## src/rtl/cla_adder_pipe.sv

```systemverilog
// rtl/cla_adder_pipe.sv - Two-stage pipelined carry look-ahead adder/subtractor with valid/ready handshake
//
// Purpose: WIDTH-bit A+B+ci or A-B built from 4-bit look-ahead groups. The low
// half is resolved in stage 1, the upper half plus flags in stage 2. Results
// leave two cycles after acceptance, strictly in order, with stalls absorbed
// in the pipeline registers.
//
// Ports:
//   clk, reset_n          clock, asynchronous active-low reset
//   in_valid, in_ready    input handshake (in_ready independent of in_valid)
//   a, b, sub, ci         operands; sub=1 selects A-B and ignores ci
//   out_valid, out_ready  output handshake
//   sum, co, ovf          result, carry out of MSB (no-borrow for sub), signed overflow
//   zero, neg             sum == 0, sum MSB
module cla_adder_pipe #(
    parameter int WIDTH = 32
) (
    input  logic             clk,
    input  logic             reset_n,
    input  logic             in_valid,
    output logic             in_ready,
    input  logic [WIDTH-1:0] a,
    input  logic [WIDTH-1:0] b,
    input  logic             sub,
    input  logic             ci,
    output logic             out_valid,
    input  logic             out_ready,
    output logic [WIDTH-1:0] sum,
    output logic             co,
    output logic             ovf,
    output logic             zero,
    output logic             neg
);

    localparam int H = WIDTH / 2;

    // Ripples a chain of 4-bit look-ahead groups across one half-word.
    // Returns {carry_out, sum}. Propagate uses OR, which is exact for carries;
    // the sum bits use XOR of the operands.
    function automatic logic [H:0] cla_half(
        input logic [H-1:0] x,
        input logic [H-1:0] y,
        input logic         cin
    );
        logic [H-1:0] s;
        logic [3:0]   g;
        logic [3:0]   p;
        logic         c0;
        logic         c1;
        logic         c2;
        logic         c3;
        logic         c4;
        s  = '0;
        c0 = cin;
        for (int k = 0; k < H / 4; k++) begin
            g  = x[4*k +: 4] & y[4*k +: 4];
            p  = x[4*k +: 4] | y[4*k +: 4];
            c1 = g[0] | (p[0] & c0);
            c2 = g[1] | (p[1] & g[0]) | (p[1] & p[0] & c0);
            c3 = g[2] | (p[2] & g[1]) | (p[2] & p[1] & g[0]) | (p[2] & p[1] & p[0] & c0);
            c4 = g[3] | (p[3] & g[2]) | (p[3] & p[2] & g[1]) | (p[3] & p[2] & p[1] & g[0])
               | (p[3] & p[2] & p[1] & p[0] & c0);
            s[4*k +: 4] = x[4*k +: 4] ^ y[4*k +: 4] ^ {c3, c2, c1, c0};
            c0 = c4;
        end
        return {c0, s};
    endfunction

    logic             s1_valid;
    logic [H-1:0]     s1_sum_lo;
    logic             s1_hc;
    logic [H-1:0]     s1_a_hi;
    logic [H-1:0]     s1_bb_hi;

    logic             s2_free;
    logic             s1_advance;
    logic             accept;

    logic [WIDTH-1:0] bb;
    logic             cin;
    logic [H:0]       lo_res;
    logic [H:0]       hi_res;
    logic [WIDTH-1:0] sum_next;
    logic             ovf_next;

    assign s2_free    = !out_valid || out_ready;
    assign s1_advance = s1_valid && s2_free;
    assign in_ready   = !s1_valid || s2_free;
    assign accept     = in_valid && in_ready;

    assign bb  = sub ? ~b : b;
    assign cin = sub ? 1'b1 : ci;

    assign lo_res   = cla_half(a[H-1:0], bb[H-1:0], cin);
    assign hi_res   = cla_half(s1_a_hi, s1_bb_hi, s1_hc);
    assign sum_next = {hi_res[H-1:0], s1_sum_lo};
    assign ovf_next = (s1_a_hi[H-1] == s1_bb_hi[H-1]) && (hi_res[H-1] != s1_a_hi[H-1]);

    // Stage 1: low half resolved, upper-half operands held for stage 2.
    always_ff @(posedge clk or negedge reset_n) begin
        if (!reset_n) begin
            s1_valid  <= 1'b0;
            s1_sum_lo <= '0;
            s1_hc     <= 1'b0;
            s1_a_hi   <= '0;
            s1_bb_hi  <= '0;
        end else if (accept) begin
            s1_valid  <= 1'b1;
            s1_sum_lo <= lo_res[H-1:0];
            s1_hc     <= lo_res[H];
            s1_a_hi   <= a[WIDTH-1:H];
            s1_bb_hi  <= bb[WIDTH-1:H];
        end else if (s1_advance) begin
            s1_valid  <= 1'b0;
        end
    end

    // Stage 2: output register. Data only changes when a new result enters,
    // so it stays stable while the consumer stalls.
    always_ff @(posedge clk or negedge reset_n) begin
        if (!reset_n) begin
            out_valid <= 1'b0;
            sum       <= '0;
            co        <= 1'b0;
            ovf       <= 1'b0;
            zero      <= 1'b0;
            neg       <= 1'b0;
        end else if (s1_advance) begin
            out_valid <= 1'b1;
            sum       <= sum_next;
            co        <= hi_res[H];
            ovf       <= ovf_next;
            zero      <= (sum_next == '0);
            neg       <= sum_next[WIDTH-1];
        end else if (out_ready) begin
            out_valid <= 1'b0;
        end
    end

endmodule
```

## config.mk

```make
export PLATFORM = sky130hd
export DESIGN_NAME = cla_adder_pipe
export DESIGN_NICKNAME = d
export VERILOG_FILES = /design/src/rtl/cla_adder_pipe.sv
export SDC_FILE = /design/constraint.sdc
export NUM_CORES = 1
export LEC_CHECK = 0
export BUFFER_PORTS_ARGS = -buffer_cell sky130_fd_sc_hd__buf_2
export CAP_MARGIN = 20
export CORE_MARGIN = 2
export CORE_UTILIZATION = 30
export DETAILED_ROUTE_END_ITERATION = 10
export HOLD_SLACK_MARGIN = 0.08
export MAX_ROUTING_LAYER = met4
export PLACE_DENSITY = 0.52
export SLEW_MARGIN = 20
export SYNTH_ARGS = -nofsm -noshare
export SYNTH_HDL_FRONTEND = slang
export SYNTH_SLANG_ARGS = --single-unit
```

## constraint.sdc

```tcl
create_clock -name clk -period 3.87 [get_ports clk]
set_clock_uncertainty 0.05 [all_clocks]
set_input_delay 0.387 -clock clk [delete_from_list [all_inputs] [get_ports clk]]
set_output_delay 0.387 -clock clk [all_outputs]
set_load 0.02 [all_outputs]
```

==> results.py, run 1 <==
metrics = {
    "hold_path": {
        "hp-class": "in2async",
    },
    "route": {
        "wl_microns": 13100,
        "num_vias": 4134,
        "wl_met3_microns": 359,
        "wl_met1_microns": 6580,
        "wl_met2_microns": 6010,
        "drtIter0Drc": 212,
        "top_layer": "met4",
        "drt-wirelength-per-cell_microns": 13.8,
        "drt_first_pass_iters": 4,
        "drtAntennaViolNets": 0,
        "via_per_inst": 4.37,
        "drc": 0,
    },
    "logic_synthesis": {
        "synth_area_leaders": "dfrtp_1, ha_1, nand2_1",
        "ys_types": 50,
        "synth_edf_count": 0,
        "synth_common_cells": "nand2_1, inv_1, dfrtp_1, ha_1, o21ai_0",
        "yosysMostFrequentCell": "nand2_1",
        "synth-seq-cells": 86,
        "synth_xor_area_share_pct": 8.94,
        "synthCells": 611,
        "yosysTopAreaCell": "dfrtp_1",
        "synth-simple-area-share_pct": 14.1,
        "yosysTopAreaCellShare_pct": 39.2,
        "syn_area_sq_um": 5480,
        "synth_async_sr_flop_share_pct": 100,
        "syn_area_per_cell_sq_um": 8.98,
        "synth_warnings": 0,
        "synthAdderAreaFrac_pct": 17.5,
        "synth_compound_gate_area_share_pct": 12.2,
        "ys.flop_type": "dfrtp_1",
        "yosysSeqAreaShare_pct": 39.2,
        "syn-num-nets": 753,
        "synth_mux_area_share_pct": 0.411,
        "synth_top_family_by_area": "adder cells",
    },
    "sta": {
        "setup_slack_ns": 0.261,
        "final-setup-viol-count": 0,
        "worst_slew_pin_slew_ns": 0.893,
        "hold_ws_ns": 0.107,
        "fmax_mhz": 277,
        "rsz0062_at_grt": "false",
        "fin_crit_ns": 3.61,
        "slew_headroom_pct": 40.4,
        "min_period_over_period_pct": 93.3,
        "slew_violations": 0,
        "finalHoldViolCount": 0,
        "tns_ns": 0,
    },
    "pwr": {
        "power.density_nw_per_um2": 514,
        "p_int_uw": 2070,
        "peakVddDrop_v": 0.000248,
        "swShare_pct": 38.5,
        "power_frac_seq_pct": 38.7,
        "total_power_uw": 3370,
        "p_sw_uw": 1300,
        "combPwrFrac_pct": 37.0,
        "clock_power_share_pct": 24.3,
        "p_leak_uw": 0.00342,
    },
    "finish": {
        "layout-drive-gt1-share_pct": 19.9,
        "area_growth_pct": 19.5,
        "final_cells": 947,
        "nNetsFinal": 855,
        "antenna_cells": 0,
    },
    "clock_network": {
        "cts_buffer_depth": 2,
        "h-tree-depth": 3,
        "post-cts-setup-buffer-count": 0,
        "cts_tree": "done",
        "numCtsBuffers": 9,
        "clock_sinks": 86,
        "clk_pin_slew_ns": 0.06,
        "clk_latency_ns": 0.34,
        "root_buffer": "clkbuf_16",
    },
    "grt": {
        "grt_overflow": 0,
        "grt_pass1_wl_microns": 21200,
        "grt_pass1_vias": 4107,
        "grtUsageTotal_pct": 14.4,
        "grt_antenna_before_repair": 0,
        "grt_max_degree": 70,
    },
    "setup_path": {
        "crit_type": "reg2reg",
        "timing.rr.end": "zero",
        "timing.rr.start": "s1_a_hi[0]",
        "worstSetupEndpointType": "flip-flop",
        "cp.required_ns": 4.07,
        "arrival_ns": 3.81,
        "crit_path_start_kind": "flip-flop",
        "rr_worst_depth": 14,
        "reg2reg_slack_ns": 0.26,
        "cp_max_fo": 4,
    },
    "die": {
        "io_pins": 108,
        "dieArea_sq_um": 19400,
        "start_util_pct": 30.5,
        "core.rowCount": 49,
        "dieHeight_microns": 139,
        "core_sq_um": 18000,
        "die_w_microns": 139,
    },
    "placement": {
        "place_inst": 931,
        "dp_slack_ns": 0.173,
        "io_buffers": 107,
        "gp_routability_congestion": 0.803,
        "post-dp-hpwl_microns": 10400,
    },
    "status": {
        "status": "complete, no violations",
    },
    "job": {
        "maxCapViolations": 0,
    },
}
-- registers in the layout, summed over array words and instances, names as in the netlist --
| signal | flops |
|---|---|
| co | 1 |
| out_valid | 1 |
| ovf | 1 |
| s1_a_hi | 16 |
| s1_bb_hi | 16 |
| s1_hc | 1 |
| s1_sum_lo | 16 |
| s1_valid | 1 |
| sum | 32 |
| zero | 1 |
-- metrics by stage --
step           util, %  instance area, sq um
3_5_place_dp      34.9                  6270
4_1_cts           36.5                  6550
3_3_place_gp      34.9                  6270
5_1_grt           36.5                  6560
6_report          36.5                  6560
2_1_floorplan        -                  5480
-- metal layers --
metal	vias to the layer above	GRT usage, %
met1	1913	19.7
li1	2148	-
met4	0	3.67
met3	9	2.52
met2	64	22.1
met5	-	-
-- critical path, cell delays in order (launching register included) --
cell and delay [ns]:
dfrtp_1 0.38, inv_1 0.12, ha_1 0.21, nor2b_4 0.05
o311ai_2 0.27, a21oi_1 0.15, o21a_2 0.24, or2_2 0.30
fa_1 0.47, nor4_1 0.18, nand4_1 0.14, nor4_1 0.29
nand3_1 0.12, a2111o_1 0.38, o31ai_1 0.18
-- worst max-delay path by stage --
stage / to / slack, ns / from / cells past startpoint
after floorplan: s1_sum_lo[13] / 0.40 / sub / 15
after global placement: zero / 0.34 / s1_a_hi[0] / 15
after detailed placement: zero / 0.17 / s1_a_hi[0] / 15
after CTS: zero / 0.14 / s1_a_hi[0] / 15
after global routing: zero / 0.01 / s1_bb_hi[0] / 14
final: zero / 0.26 / s1_a_hi[0] / 14
-- logic make-up (layout without fill, tap and decap cells) --
group / Yosys count / after routing
AO/OA/AOI/OAI: 108 / 108
XOR/XNOR: 56 / 56
adder cells (fa/ha/maj): 72 / 72
buffers and inverters: 110 / 217
flip-flops: 86 / 86
multiplexers: 2 / 2
AND/OR/NAND/NOR: 177 / 177
-- what timing repair did --
item	in CTS	in global routing
resized for setup	0	2
hold buffers	0	0
setup endpoints to repair	0	1
-- cells in the final DEF (no fill, tap or decap), types with 3 or more instances in the layout --
cell type | Yosys | routed
buf_2 | 1 | 106
nor2_1 | 10 | 10
xor2_1 | 44 | 44
o21ai_1 | 2 | 3
nor4_1 | 6 | 5
ha_1 | 64 | 64
nand2b_1 | 6 | 6
o211ai_1 | 3 | 3
xnor2_1 | 12 | 12
clkbuf_16 | 0 | 9
dfrtp_1 | 86 | 86
a2111o_1 | 3 | 3
inv_1 | 87 | 87
o31ai_1 | 5 | 5
o21bai_1 | 4 | 4
fa_1 | 8 | 8
buf_4 | 1 | 8
a21oi_1 | 17 | 17
o21ai_0 | 58 | 57
nor3_1 | 4 | 4
nand2_1 | 126 | 126
nand3_1 | 6 | 6
-- power by group through the flow --
stage | Combinational (uW) | Clock [uW] | Sequential [uW]
global placement | 1260 | 0 | 1320
global route | 1410 | 884 | 1340
floorplan | 675 | 0 | 1450
finish | 1250 | 820 | 1300
CTS | 1270 | 846 | 1310
detailed placement | 1260 | 0 | 1320
-- layout make-up --
cell class	instances	area (sq um)
fill	1889	11400
multi-input combinational	415	2920
sequential	86	2150
timing repair buffer	114	591
inverter	87	327
tap	229	287
clock buffer	11	243
clock inverter	5	35.0
Power figures use the tool's default switching activity.
==> inputs of run 2 (changes only) <==
Settings changed: SETUP_SLACK_MARGIN set to 0.5.
==> results.py, run 2 (synthesis gave the netlist of run 1 again) <==
metrics = {
    "finish": {
        "layout-drive-gt1-share_pct": 21.9,
        "area_growth_pct": 21.7,
        "layout_commonest_cell": "nand2_1",
        "nNetsFinal": 859,
        "antenna_cells": 0,
        "regMostFlops": "sum",
        "final_area_sq_um": 6680,
        "largest_reg_flops": 32,
        "final_cells": 950,
        "layout_common_cells": "nand2_1, buf_2, dfrtp_1",
    },
    "pwr": {
        "power_frac_seq_pct": 37.6,
        "p_sw_uw": 1300,
        "total_power_uw": 3470,
        "p_int_uw": 2170,
        "swShare_pct": 37.4,
        "clock_power_share_pct": 25.5,
        "power.density_nw_per_um2": 520,
        "combPwrFrac_pct": 36.9,
        "peakVddDrop_v": 0.000255,
        "p_leak_uw": 0.00345,
    },
    "clock_network": {
        "numCtsBuffers": 9,
        "holdBufCountCts": 0,
        "clk_pin_slew_ns": 0.06,
        "cts_buffer_depth": 2,
        "cts_tree": "done",
        "h-tree-depth": 3,
        "clk_latency_ns": 0.34,
        "clock_sinks": 86,
        "root_buffer": "clkbuf_16",
    },
    "grt": {
        "use_met2_pct": 22.0,
        "grt_pass1_wl_microns": 21100,
        "grtUsageTotal_pct": 14.2,
        "globalRouteMet1Util_pct": 18.9,
        "grt_max_degree": 69,
        "busiest_layer": "met2",
        "grt_antenna_before_repair": 0,
        "met3_usage_pct": 2.52,
        "grt_pass1_vias": 4138,
        "grt_overflow": 0,
    },
    "route": {
        "drtIter0Drc": 218,
        "drtAntennaViolNets": 0,
        "num_vias": 4185,
        "drt-wirelength-per-cell_microns": 13.7,
        "drt_first_pass_iters": 5,
        "drc": 0,
        "wl_microns": 13000,
        "via_per_inst": 4.41,
    },
    "sta": {
        "slew_violations": 0,
        "worst_slew_pin_slew_ns": 0.868,
        "finalHoldViolCount": 0,
        "final-setup-viol-count": 0,
        "rsz0062_at_grt": "true",
        "tns_ns": 0,
        "min_period_over_period_pct": 88.0,
        "slew_headroom_pct": 42.2,
        "fin_crit_ns": 3.40,
        "fmax_mhz": 294,
    },
    "setup_path": {
        "arrival_ns": 3.60,
        "reg2reg_slack_ns": 0.47,
        "crit_slowest_cell": "fa_1",
        "worstSetupEndpointType": "flip-flop",
        "crit_chain": "inv_2 -> ha_4 -> nor2b_4 -> o311ai_4 -> a21oi_2 -> o21a_2 -> or2_4 -> fa_1 -> nor4_1 -> nand4_1 -> nor4_2 -> nand3_1 -> a2111o_1 -> o31ai_1",
        "timing.rr.end": "zero",
        "rr_worst_depth": 14,
        "cp.required_ns": 4.06,
        "crit_path_start_kind": "flip-flop",
        "cp_max_fo": 3,
        "crit_type": "reg2reg",
        "timing.rr.start": "s1_a_hi[0]",
        "slowest_delay_ns": 0.48,
        "critPathBufInv": 1,
        "critPathTopFamily": "compound AO/OA/AOI/OAI gates",
    },
    "placement": {
        "place_inst": 931,
        "placed_area_sq_um": 6270,
        "post-dp-hpwl_microns": 10300,
        "io_buffers": 107,
        "gp_routability_congestion": 0.781,
    },
    "die": {
        "die_w_microns": 139,
        "core.rowCount": 49,
        "io_pins": 108,
        "core_sq_um": 18000,
        "dieArea_sq_um": 19400,
        "dieHeight_microns": 139,
        "start_util_pct": 30.5,
    },
    "hold_path": {
        "hp-class": "in2async",
    },
    "job": {
        "maxCapViolations": 0,
    },
    "status": {
        "status": "complete, no violations",
    },
}
## run 2: cell types whose count changed in the layout (fill, tap and decap cells not counted), moves of 3 or more
cell     change
a21oi_1      -3
buf_4        +4
a21oi_2      +3
ha_1         -3
## run 2: area by class of cell
cell class | count | area [sq um]
Tap cell | 229 | 287
Clock inverter | 3 | 43.8
Timing Repair Buffer | 118 | 621
Clock buffer | 12 | 256
Fill cell | 1877 | 11300
Sequential cell | 86 | 2150
Inverter | 87 | 327
Multi-Input combinational cell | 415 | 2990
## run 2: repair_timing
item | CTS | global route
gates resized for setup | 10 | 8
endpoints found under the hold margin | 0 | 0
pin swaps | 8 | 6
buffers inserted | 3 | 1
setup endpoints to repair | 1 | 1
## run 2: per-stage QoR
| step | hold WS (ns) | setup slack, ns | util (%) |
|---|---|---|---|
| floorplan | 0.0414 | 0.593 | - |
| global placement | 0.406 | 0.290 | 34.9 |
| detailed placement | 0.413 | 0.159 | 34.9 |
| CTS | 0.148 | 0.307 | 36.9 |
| global route | 0.182 | 0.254 | 37.2 |
| finish | 0.110 | 0.465 | 37.2 |
## run 2: worst max path at each step
stage	endpoint	cells past startpoint	startpoint	slack, ns
6_report	zero	14	s1_a_hi[0]	0.47
5_1_grt	zero	15	s1_bb_hi[7]	0.25
2_1_floorplan	zero	15	s1_a_hi[0]	0.59
3_3_place_gp	zero	15	s1_a_hi[0]	0.29
4_1_cts	zero	15	s1_a_hi[7]	0.31
3_5_place_dp	zero	15	s1_a_hi[0]	0.16
## run 2: power groups by stage
| stage | Combinational, uW | Clock [uW] | Sequential, uW |
|---|---|---|---|
| detailed placement | 1260 | 0 | 1320 |
| finish | 1280 | 885 | 1310 |
| floorplan | 675 | 0 | 1450 |
| CTS | 1290 | 913 | 1310 |
| global placement | 1260 | 0 | 1320 |
| global route | 1440 | 953 | 1340 |
## run 2: per-layer routing
metal	vias up	part of all wire, %	wire length, microns
met3	9	3.3	428
li1	2161	-	-
met1	1944	50	6440
met5	-	0	0
met2	71	46	5980
met4	0	1.1	142
==> inputs of run 3 (changes only) <==
Settings changed: CAP_MARGIN 20 to not set, CELL_PAD_IN_SITES_DETAIL_PLACEMENT set to 2, CELL_PAD_IN_SITES_GLOBAL_PLACEMENT set to 2, HOLD_SLACK_MARGIN 0.08 to 0.12, PLACE_DENSITY 0.52 to 0.76.
==> results.py, run 3 (synthesis gave the netlist of run 1 again) <==
metrics = {
    "status": {
        "status": "complete, no violations",
    },
    "route": {
        "drtIter0Drc": 183,
        "drt_first_pass_iters": 4,
        "drc": 0,
        "drtAntennaViolNets": 0,
        "via_per_inst": 4.77,
        "wl_microns": 17600,
        "drt-wirelength-per-cell_microns": 18.3,
        "num_vias": 4580,
    },
    "finish": {
        "layout_common_cells": "nand2_1, buf_2, dfrtp_1",
        "final_area_sq_um": 6880,
        "layout-drive-gt1-share_pct": 24.9,
        "regMostFlops": "sum",
        "fillers": 1974,
        "nNetsFinal": 868,
        "area_growth_pct": 25.4,
        "layout_commonest_cell": "nand2_1",
        "largest_reg_flops": 32,
    },
    "sta": {
        "rsz0062_at_grt": "true",
        "worst_slew_pin_slew_ns": 1.04,
        "final-setup-viol-count": 0,
        "slew_headroom_pct": 30.7,
        "fin_crit_ns": 3.55,
        "fmax_mhz": 281,
        "min_period_over_period_pct": 91.8,
        "finalHoldViolCount": 0,
        "slew_violations": 0,
        "tns_ns": 0,
    },
    "die": {
        "core_sq_um": 18000,
        "die_w_microns": 139,
        "start_util_pct": 30.5,
        "dieHeight_microns": 139,
        "io_pins": 108,
        "core.rowCount": 49,
        "dieArea_sq_um": 19400,
    },
    "setup_path": {
        "crit_type": "reg2reg",
        "crit_path_start_kind": "flip-flop",
        "cp_max_fo": 3,
        "arrival_ns": 3.77,
        "reg2reg_slack_ns": 0.32,
        "worstSetupEndpointType": "flip-flop",
        "timing.rr.end": "zero",
        "endpoint": "zero",
        "rr_worst_depth": 13,
        "timing.rr.start": "s1_a_hi[0]",
        "cp.required_ns": 4.08,
        "critical_path.startpoint": "s1_a_hi[0]",
    },
    "hold_path": {
        "hp-class": "in2reg",
    },
    "grt": {
        "grt_pass1_vias": 5370,
        "grt_antenna_before_repair": 1,
        "grt_pass1_wl_microns": 28600,
        "grtUsageTotal_pct": 19.3,
        "grt_overflow": 0,
        "grt_max_degree": 60,
    },
    "job": {
        "maxCapViolations": 0,
    },
    "placement": {
        "placed_area_sq_um": 6270,
        "post-dp-hpwl_microns": 13100,
        "gp_routability_congestion": 0.797,
        "io_buffers": 107,
    },
    "clock_network": {
        "cts_tree": "done",
        "clock_sinks": 86,
        "h-tree-depth": 3,
        "cts_buffer_depth": 2,
        "clk_pin_slew_ns": 0.07,
        "clk_latency_ns": 0.35,
        "numCtsBuffers": 9,
        "root_buffer": "clkbuf_16",
    },
    "pwr": {
        "peakVddDrop_v": 0.000253,
        "power.density_nw_per_um2": 551,
        "p_leak_uw": 0.00352,
    },
}
## run 3: changes by cell type in the layout (fill, tap and decap cells not counted), sizes merged
cell	change
clkinvlp	+1
clkinv	-2
bufinv	+1
inv	+1
diode	+1
dlygate4sd3	+1
buf	+8
## run 3: cell type report
cell class	instances	area [sq um]	share of cell area (%)
diodes	1	2.50	0.0364
clock buffers	12	267	3.88
clock inverters	4	76.3	1.11
inverters	87	327	4.75
multi-input cells	415	3070	44.7
flip-flops and latches	86	2150	31.3
well taps	229	287	4.17
repair buffers	127	691	10.0
## run 3: power breakdown
part	switching, uW	internal, uW	total, uW
Sequential	191	1140	1330
Combinational	891	563	1450
Clock	388	622	1010
## run 3: metal layers
layer	track usage, %	vias to the layer above	part of all wire (%)
met5	-	-	0
met4	7.34	0	2.8
met3	2.56	30	2.8
met2	34.1	84	52
met1	22.4	2294	42
li1	-	2172	-
## run 3: worst min path at each step
stage / startpoint / cells after the start / slack [ns] / end
2_1_floorplan: reset_n / 0 / 0.04 / co
3_3_place_gp: sum[30] / 2 / 0.41 / sum[30]
6_report: a[19] / 3 / 0.20 / s1_a_hi[3]
3_5_place_dp: sum[5] / 2 / 0.41 / sum[5]
5_1_grt: a[30] / 3 / 0.20 / s1_a_hi[14]
4_1_cts: a[19] / 3 / 0.19 / s1_a_hi[3]
## run 3: worst max-delay path: stages (launching register included)
cell      delay (ns)
dfrtp_1         0.40
buf_4           0.14
ha_2            0.20
o311ai_4        0.25
a21oi_2         0.10
o21a_2          0.25
or2_4           0.24
fa_2            0.48
nor4_4          0.21
nand4_1         0.14
nor4_2          0.29
nand3_1         0.14
a2111o_1        0.40
o31ai_2         0.18
## run 3: through the flow
step	instances	util, %	power (uW)	hold WS (ns)	worst slack (ns)
6_report	961	38.3	3790	0.197	0.316
5_1_grt	961	38.3	4030	0.202	0.0838
4_1_cts	955	37.8	3760	0.194	0.292
3_5_place_dp	931	34.9	2660	0.412	0.0968
3_3_place_gp	931	34.9	2580	0.408	0.297
2_1_floorplan	611	-	2120	0.0414	0.593
## run 3: repair_timing
action	4_1_cts	5_1_grt
pin swaps	15	13
cloned	0	0
resized for setup	31	7
endpoints found under the setup margin	1	1
setup buffers	7	5
hold buffers	1	0
hold endpoints to repair	23	0
